`config.mk`:
```
export PLATFORM = sky130hd
export DESIGN_NAME = mdu_hilo
export DESIGN_NICKNAME = d
export VERILOG_FILES = /design/src/rtl/mdu_hilo.sv
export SDC_FILE = /design/constraint.sdc
export NUM_CORES = 1
export LEC_CHECK = 0
export ABC_AREA = 1
export CAP_MARGIN = 10
export CORE_MARGIN = 2
export CORE_UTILIZATION = 50
export CTS_BUF_LIST = sky130_fd_sc_hd__clkbuf_2 sky130_fd_sc_hd__clkbuf_4 sky130_fd_sc_hd__clkbuf_8
export CTS_CLUSTER_DIAMETER = 120
export CTS_CLUSTER_SIZE = 8
export DETAILED_ROUTE_END_ITERATION = 16
export GPL_TIMING_DRIVEN = 0
export PLACE_DENSITY = 0.75
export SLEW_MARGIN = 5
export SYNTH_ARGS = -nofsm -noshare
export SYNTH_HDL_FRONTEND = slang
export SYNTH_SLANG_ARGS = --single-unit
```
`constraint.sdc`:
```
create_clock -name clk -period 7.06 [get_ports clk]
set_clock_uncertainty 0.15 [all_clocks]
set_input_delay 1.412 -clock clk [delete_from_list [all_inputs] [get_ports clk]]
set_output_delay 1.412 -clock clk [all_outputs]
set_load 0.03 [all_outputs]
```
`src/rtl/mdu_hilo.sv`:
```
// Iterative multiply/divide unit with architectural HI/LO registers for the EX stage.
// Define MDU_FAST_MUL_EN to replace the shift-add multiplier with a single-cycle one.
module mdu_hilo #(
  parameter int WIDTH = 32,
  parameter int CW    = $clog2(WIDTH + 1)
) (
  input  logic             clk,
  input  logic             rst,
  input  logic             start,
  input  logic [2:0]       op,
  input  logic [WIDTH-1:0] a,
  input  logic [WIDTH-1:0] b,
  input  logic             flush,
  output logic             ready,
  output logic             done,
  output logic [WIDTH-1:0] hi,
  output logic [WIDTH-1:0] lo
);

  typedef enum logic [1:0] {IDLE, MUL, DIV, FIX} state_e;

  localparam logic [2:0] OP_MULT  = 3'd0;
  localparam logic [2:0] OP_MULTU = 3'd1;
  localparam logic [2:0] OP_DIV   = 3'd2;
  localparam logic [2:0] OP_DIVU  = 3'd3;
  localparam logic [2:0] OP_MTHI  = 3'd4;
  localparam logic [2:0] OP_MTLO  = 3'd5;

  localparam logic [WIDTH-1:0] MIN_VAL  = {1'b1, {(WIDTH-1){1'b0}}};
  localparam logic [WIDTH-1:0] ALL_ONES = {WIDTH{1'b1}};

  state_e             state_q, state_d;
  logic [CW-1:0]      count_q, count_d;
  logic [2*WIDTH-1:0] acc_q, acc_d;
  logic [WIDTH-1:0]   mcand_q, mcand_d;
  logic [WIDTH-1:0]   aRaw_q, aRaw_d;
  logic [WIDTH-1:0]   hi_q, hi_d;
  logic [WIDTH-1:0]   lo_q, lo_d;
  logic               negLo_q, negLo_d;
  logic               negHi_q, negHi_d;
  logic               isDiv_q, isDiv_d;
  logic               divZero_q, divZero_d;
  logic               divOvf_q, divOvf_d;
  logic               done_q, done_d;

  logic               isSigned, aNeg, bNeg;
  logic [WIDTH-1:0]   magA, magB;
  logic [WIDTH:0]     mulSum, remShift, divDiff;
  logic [2*WIDTH-1:0] prodFix;
  logic [WIDTH-1:0]   quoFix, remFix;
`ifdef MDU_FAST_MUL_EN
  logic [2*WIDTH-1:0] fastProd;
`endif

  assign ready = (state_q == IDLE);
  assign done  = done_q;
  assign hi    = hi_q;
  assign lo    = lo_q;

  // Operate on magnitudes; signs are re-applied once in FIX.
  assign isSigned = (op == OP_MULT) || (op == OP_DIV);
  assign aNeg     = isSigned && a[WIDTH-1];
  assign bNeg     = isSigned && b[WIDTH-1];
  assign magA     = aNeg ? -a : a;
  assign magB     = bNeg ? -b : b;

  always_comb begin
    state_d   = state_q;
    count_d   = count_q;
    acc_d     = acc_q;
    mcand_d   = mcand_q;
    aRaw_d    = aRaw_q;
    hi_d      = hi_q;
    lo_d      = lo_q;
    negLo_d   = negLo_q;
    negHi_d   = negHi_q;
    isDiv_d   = isDiv_q;
    divZero_d = divZero_q;
    divOvf_d  = divOvf_q;
    done_d    = 1'b0;

    mulSum   = {1'b0, acc_q[2*WIDTH-1:WIDTH]} + {1'b0, (acc_q[0] ? mcand_q : {WIDTH{1'b0}})};
    // Restoring step: the top bit of divDiff is the borrow of the trial subtraction.
    remShift = {acc_q[2*WIDTH-1:WIDTH], acc_q[WIDTH-1]};
    divDiff  = remShift - {1'b0, mcand_q};
    prodFix  = negLo_q ? -acc_q : acc_q;
    quoFix   = negLo_q ? -acc_q[WIDTH-1:0] : acc_q[WIDTH-1:0];
    remFix   = negHi_q ? -acc_q[2*WIDTH-1:WIDTH] : acc_q[2*WIDTH-1:WIDTH];
`ifdef MDU_FAST_MUL_EN
    fastProd = {{WIDTH{1'b0}}, magA} * {{WIDTH{1'b0}}, magB};
`endif

    case (state_q)
      IDLE: begin
        if (start && !flush) begin
          case (op)
            OP_MTHI: hi_d = a;
            OP_MTLO: lo_d = a;
            OP_MULT, OP_MULTU: begin
`ifdef MDU_FAST_MUL_EN
              {hi_d, lo_d} = (aNeg ^ bNeg) ? -fastProd : fastProd;
              done_d       = 1'b1;
`else
              acc_d   = {{WIDTH{1'b0}}, magB};
              mcand_d = magA;
              negLo_d = aNeg ^ bNeg;
              isDiv_d = 1'b0;
              count_d = CW'(WIDTH);
              state_d = MUL;
`endif
            end
            OP_DIV, OP_DIVU: begin
              acc_d     = {{WIDTH{1'b0}}, magA};
              mcand_d   = magB;
              aRaw_d    = a;
              negLo_d   = aNeg ^ bNeg;
              negHi_d   = aNeg;
              isDiv_d   = 1'b1;
              divZero_d = (b == {WIDTH{1'b0}});
              divOvf_d  = isSigned && (a == MIN_VAL) && (b == ALL_ONES);
              count_d   = CW'(WIDTH);
              state_d   = DIV;
            end
            default: ;
          endcase
        end
      end
      MUL: begin
        if (flush) begin
          state_d = IDLE;
        end else begin
          acc_d   = {mulSum, acc_q[WIDTH-1:1]};
          count_d = count_q - CW'(1);
          if (count_q == CW'(1)) state_d = FIX;
        end
      end
      DIV: begin
        if (flush) begin
          state_d = IDLE;
        end else begin
          if (!divDiff[WIDTH]) acc_d = {divDiff[WIDTH-1:0], acc_q[WIDTH-2:0], 1'b1};
          else                 acc_d = {remShift[WIDTH-1:0], acc_q[WIDTH-2:0], 1'b0};
          count_d = count_q - CW'(1);
          if (count_q == CW'(1)) state_d = FIX;
        end
      end
      FIX: begin
        state_d = IDLE;
        if (!flush) begin
          done_d = 1'b1;
          if (!isDiv_q) begin
            {hi_d, lo_d} = prodFix;
          end else if (divZero_q) begin
            hi_d = aRaw_q;
            lo_d = ALL_ONES;
          end else if (divOvf_q) begin
            hi_d = {WIDTH{1'b0}};
            lo_d = MIN_VAL;
          end else begin
            hi_d = remFix;
            lo_d = quoFix;
          end
        end
      end
      default: state_d = IDLE;
    endcase
  end

  always_ff @(posedge clk or posedge rst) begin
    if (rst) begin
      state_q   <= IDLE;
      count_q   <= '0;
      acc_q     <= '0;
      mcand_q   <= '0;
      aRaw_q    <= '0;
      hi_q      <= '0;
      lo_q      <= '0;
      negLo_q   <= 1'b0;
      negHi_q   <= 1'b0;
      isDiv_q   <= 1'b0;
      divZero_q <= 1'b0;
      divOvf_q  <= 1'b0;
      done_q    <= 1'b0;
    end else begin
      state_q   <= state_d;
      count_q   <= count_d;
      acc_q     <= acc_d;
      mcand_q   <= mcand_d;
      aRaw_q    <= aRaw_d;
      hi_q      <= hi_d;
      lo_q      <= lo_d;
      negLo_q   <= negLo_d;
      negHi_q   <= negHi_d;
      isDiv_q   <= isDiv_d;
      divZero_q <= divZero_d;
      divOvf_q  <= divOvf_d;
      done_q    <= done_d;
    end
  end

endmodule

```
==> results of run 1 <==
==> cell families after synthesis <==
group,count (synthesis),share of synthesized area
xor gates and xnor gates,58,0.0248
adders and majority gates,77,0.0478
and+or+nand+nor,2127,0.431
buffers and inverters,587,0.110
DFF,206,0.252
AOI/OAI and AO/OA,494,0.134
==> metrics by stage <==
| stage | cell area [sq um] | instances | hold WS [ps] |
|---|---|---|---|
| 3_3_place_gp | 22500 | 4217 | 315 |
| 3_5_place_dp | 22600 | 4222 | 323 |
| 5_1_grt | 23000 | 4253 | 361 |
| 6_report | 23000 | 4255 | 333 |
| 2_1_floorplan | 20500 | 3549 | 303 |
| 4_1_cts | 23000 | 4253 | 338 |
==> flip-flops by register name (all words and copies together) (netlist names) <==
signal     cells
divOvf_q       1
done           1
state_q        2
isDiv_q        1
acc_q         64
aRaw_q        32
lo            32
mcand_q       32
divZero_q      1
negLo_q        1
negHi_q        1
count_q        6
hi            32
==> layer usage <==
layer | global-route usage | vias up | share of wire
li1 | - | 11700 | -
met5 | 0 | - | 0.00013
met4 | 0.242 | 2 | 0.065
met3 | 0.139 | 322 | 0.14
met1 | 0.615 | 11500 | 0.40
met2 | 0.643 | 1748 | 0.39
==> report_power, final <==
part	leakage [uW]	switching [uW]	internal [uW]
sequential	0.00255	673	1730
combinational	0.00916	6620	2670
clock	0.000222	505	377
total	0.0119	7790	4770
==> how the worst max path moves through the flow <==
| stage | endpoint | cells past startpoint |
|---|---|---|
| CTS | ready | 3 |
| finish | mcand_q[24]$_DFFE_PP0P_ | 11 |
| global route | acc_q[34]$_DFFE_PP0P_ | 9 |
| global placement | mcand_q[25]$_DFFE_PP0P_ | 2 |
| detailed placement | mcand_q[24]$_DFFE_PP0P_ | 11 |
| floorplan | aRaw_q[0]$_DFFE_PP0P_ | 1 |
==> cells in the mapped netlist (all sizes together) <==
master	count
o22ai	47
a32oi	6
nand2	1186
nor2	462
xnor2	10
ha	75
a31oi	6
nor4	6
fa	2
and2	3
and3	1
o32ai	1
a21boi	1
clkinv	3
o21bai	6
nor3b	1
clkbuf	78
a31o	1
o21ai	218
nand4	35
nand3	378
or2	8
nor3	24
dfrtp	206
o221ai	8
o31ai	11
o21a	2
buf	46
xor2	48
inv	460
nand3b	23
a211oi	1
a21oi	152
a22oi	1
a21o	6
o211ai	27
==> layout make-up <==
cell class | count | share of cell area
Multi-Input combinational cell | 2756 | 0.567
Sequential cell | 206 | 0.224
Tap cell | 532 | 0.0289
Inverter | 463 | 0.0757
Antenna cell | 2 | 0.000217
Clock inverter | 1 | 0.000489
Clock buffer | 30 | 0.0179
Timing Repair Buffer | 141 | 0.0635
Buffer | 124 | 0.0223
==> worst max-delay path, stage by stage <==
cell and delay [ps]:
clkdlybuf4s50_1 620, inv_1 280, ha_1 240, nand4_1 180
inv_1 170, nand3_1 160, o21ai_0 330, or2_2 180
nand3_1 100, nand3_1 300, o21ai_0 150
==> impl_metrics.tcl, run 1 <==
set metrics [dict create \
    outcome "completed" \
    grt-ovfl-total 0 \
    netlist_area_sq_um 20500 \
    syn_to_final_growth_pct 12.5 \
    slew_violations 0 \
    powerDensity_nw_per_um2 546 \
    criticalPathCategory "in -> reg" \
    drt_iter0_markers 3621 \
    synth_top_area_cell "dfrtp_1" \
    post_cts_resized 0 \
    p_leak_uw 0.0119 \
    grt_first_pass_wirelength_um 141000 \
    final-hold-violation-count 0 \
    min_period_over_period 0.538 \
    fmax_mhz 264 \
    die_x_um 206 \
    layout_commonest_cell "nand2_1" \
    synth_area_leaders "dfrtp_1 (25%), nand2_1 (22%), nand3_1 (9.2%)" \
    critPathLaunch "a[0]" \
    antenna_found_initial 3 \
    reg2regPathDepth 15 \
    grt_max_degree 42 \
    worst_slack_ps 3270 \
    synth-seq-cells 206 \
    clk_path_buf_depth 3 \
    worstHoldPathCells 2 \
    fill_cells 4336 \
    ys_types 47 \
    fin_crit_ps 3790 \
    power_uw 12600 \
    initial_utilization 0.503 \
    max_cap_viol_count 0 \
    io_pins 137 \
    required_ps 7390 \
    final-setup-viol-count 0 \
    clk_pin_slew_worst_paths_ps 60 \
    insertion_delay_ps 680 \
    layout.area.seq_sq_um 5150 \
    yosysWarnings 0 \
    worstPathMaxFanout 4 \
    rr_endpoint "acc_q[61]$_DFFE_PP0P_" \
    cts_setup_buffers 0 \
    fin_util 0.566 \
    drt_wl_total_um 98200 \
    power.ir.vdd_worst_uv 311 \
    rsz0062_at_grt "no" \
    ant_nets 0 \
    cp-end-kind "flip-flop" \
    holdBufCountCts 0 \
    setup_tns_ps 0 \
    multi_input_area_sq_um 13100 \
    cp-start-kind "input pin" \
    drt-wirelength-per-cell_um 23.1 \
    syn_inst 3549 \
    gpl.final_weighted_congestion 1.10 \
    num_vias 25300 \
    synth-seq-area-share 0.252 \
    die_h_um 206 \
    r2r_start "acc_q[0]$_DFFE_PP0P_" \
    drc 0 \
    post-place-ws_ps 2750 \
    cts_buffers 29 \
    grt_pass1_vias 22700 \
    htree_levels 1 \
    first_pass_iters 6 \
    nets 3869 \
    coreArea_sq_um 40600 \
    cp.arrival_ps 4130 \
    yosysTopAreaCellShare 0.252 \
    worstHoldPathType "reg -> reg" \
    avgSynthCellArea_sq_um 5.76 \
    die_area_sq_um 42600 \
    cts.sinks 206 \
    drive_above_1_share 0.0288 \
    io_buffer_count 136 \
    tightest_slew_ps 956 \
    rrSetupSlack_ps 3580 \
    dpl.hpwl_um 81900 \
    cts_tree "built" \
    via_per_inst 5.95 \
    root_buffer "clkbuf_8" \
    track_usage 0.454 \
    relSlewSlack 0.357 \
    synth_nets 3697 \
    final_cell_mix "nand2_1 (1176), nor2_1 (451), inv_1 (447), nand3_1 (375), o21ai_0 (214)" \
    min_to "lo[26]$_DFFE_PP0P_" \
    worstHoldStart "lo[26]$_DFFE_PP0P_" \
    core.rowCount 74 \
]
No activity file was read; power rests on OpenSTA's default activity.
==> inputs of run 2 (changes only) <==
Clock period 7.06 ns to 3.3 ns, I/O delays scaled along.
==> run 2 against run 1 <==
Worst setup slack got worse by 3200 ps; combinational power rose by 120%; clock power grew 110%; critical path depth is 1 higher; count of clock-buffer cells in the layout is the same; power up 110%; wire length increased by 0.20%; sequential share of layout area hardly changed; worst hold slack lost 44 ps; register-to-register slack got worse by 3500 ps; critical endpoint is now hi[8]$_DFFE_PP0P_.
==> impl_metrics.tcl, run 2 (same netlist as run 1, synthesis figures left out) <==
set metrics [dict create \
    largest_reg_flops 64 \
    grt_first_pass_wirelength_um 141000 \
    cts.sinks 206 \
    grt_max_degree 42 \
    fill_cells 4330 \
    dpl.hpwl_um 81900 \
    die_h_um 206 \
    slew_violations 0 \
    cts_buffers 29 \
    io_pins 137 \
    worstPathMaxFanout 5 \
    drt_iter0_markers 3501 \
    final_cell_mix "nand2_1 (1174), nor2_1 (449), inv_1 (445), nand3_1 (373), o21ai_0 (212)" \
    whs_ps 289 \
    root_buffer "clkbuf_8" \
    layout_commonest_cell "nand2_1" \
    final-hold-violation-count 0 \
    post-place-ws_ps -263 \
    core.rowCount 74 \
    required_ps 3710 \
    relSlewSlack 0.413 \
    rr_endpoint "hi[8]$_DFFE_PP0P_" \
    insertion_delay_ps 690 \
    antenna_found_initial 3 \
    gpl.final_weighted_congestion 1.10 \
    p_leak_uw 0.0119 \
    die_area_sq_um 42600 \
    die_x_um 206 \
    io_buffer_count 136 \
    num_vias 25300 \
    fin_crit_ps 3220 \
    r2r_start "acc_q[1]$_DFFE_PP0P_" \
    drt-wirelength-per-cell_um 23.1 \
    worstHoldPathType "in -> async" \
    drt_wl_total_um 98400 \
    max_cap_viol_count 0 \
    cp-start-kind "flip-flop" \
    first_pass_iters 9 \
    power.ir.vdd_worst_uv 653 \
    drc 0 \
    cp.arrival_ps 3630 \
    powerDensity_nw_per_um2 1170 \
    worst_slack_ps 81.6 \
    regMostFlops "acc_q" \
    cts_tree "built" \
    tightest_slew_ps 880 \
    reg2regPathDepth 12 \
    grt-ovfl-total 0 \
    grt_pass1_vias 22700 \
    criticalPathCategory "reg -> reg" \
    ant_nets 0 \
    drive_above_1_share 0.0328 \
    htree_levels 1 \
    rrSetupSlack_ps 80 \
    coreArea_sq_um 40600 \
    initial_utilization 0.503 \
    cp-end-kind "flip-flop" \
    clk_pin_slew_worst_paths_ps 70 \
    via_per_inst 5.95 \
    track_usage 0.454 \
    outcome "completed" \
    clk_path_buf_depth 3 \
    rsz0062_at_grt "yes" \
    min_period_over_period 0.975 \
    nets 3870 \
    syn_to_final_growth_pct 12.8 \
    final-setup-viol-count 0 \
    fmax_mhz 311 \
]
[run 2: how the worst max path moves through the flow]
stage | from | endpoint | slack [ps] | cells past startpoint
CTS | acc_q[31]$_DFFE_PP0P_ | acc_q[61]$_DFFE_PP0P_ | 40 | 19
global placement | rst | mcand_q[25]$_DFFE_PP0P_ | -1860 | 2
detailed placement | a[0] | mcand_q[24]$_DFFE_PP0P_ | -260 | 11
floorplan | rst | aRaw_q[0]$_DFFE_PP0P_ | -180 | 1
global route | acc_q[0]$_DFFE_PP0P_ | acc_q[61]$_DFFE_PP0P_ | -40 | 16
finish | acc_q[1]$_DFFE_PP0P_ | hi[8]$_DFFE_PP0P_ | 80 | 12
[run 2: metal layers]
layer,track usage,part of all wire,vias to the layer above
met5,0,0.0012,-
met4,0.242,0.066,2
met3,0.139,0.14,339
met2,0.643,0.39,1796
met1,0.615,0.40,11500
li1,-,-,11700
[run 2: worst max-delay path, cell delays in order, from the launching register on]
cell	delay [ps]
dfrtp_1	430
inv_1	190
ha_1	270
nand2_1	200
nor2_4	230
nand3_1	160
nor2_1	390
nand3_1	180
nand3_1	110
nand2_1	50
o21ai_0	440
nand2_1	180
a21oi_1	160
[run 2: layout make-up]
class,instances,area (sq um),share of cell area
Multi-Input combinational cell,2756,13100,0.567
Antenna cell,4,10.0,0.000434
Sequential cell,206,5160,0.224
Buffer,124,515,0.0223
Timing Repair Buffer,142,1470,0.0637
Clock inverter,1,11.3,0.000488
Inverter,463,1750,0.0757
Clock buffer,30,413,0.0179
Tap cell,532,666,0.0288
[run 2: report_power, final]
part,internal (uW),switching (uW)
Sequential,3690,1440
Combinational,5740,14200
Clock,806,1090
Total,10200,16700
[run 2: timing repair]
action / in CTS / in global routing
cloned: 0 / 0
setup buffers: 0 / 1
setup endpoints to repair: 3 / 34
pin swaps: 0 / 0
resized for setup: 1 / 18
endpoints found under the hold margin: 0 / 0
hold buffers: 0 / 0
[run 2: stage by stage]
stage / TNS (ps) / std cells / cell area [sq um] / utilization / power, uW
after floorplan: -37550 / 3549 / 20500 / - / 17000
after global placement: -385060 / 4217 / 22500 / 0.553 / 23800
after detailed placement: -7800 / 4222 / 22600 / 0.556 / 23900
after CTS: 0 / 4253 / 23000 / 0.566 / 25900
after global routing: -39.2 / 4254 / 23100 / 0.567 / 28600
final: 0 / 4258 / 23100 / 0.568 / 27000
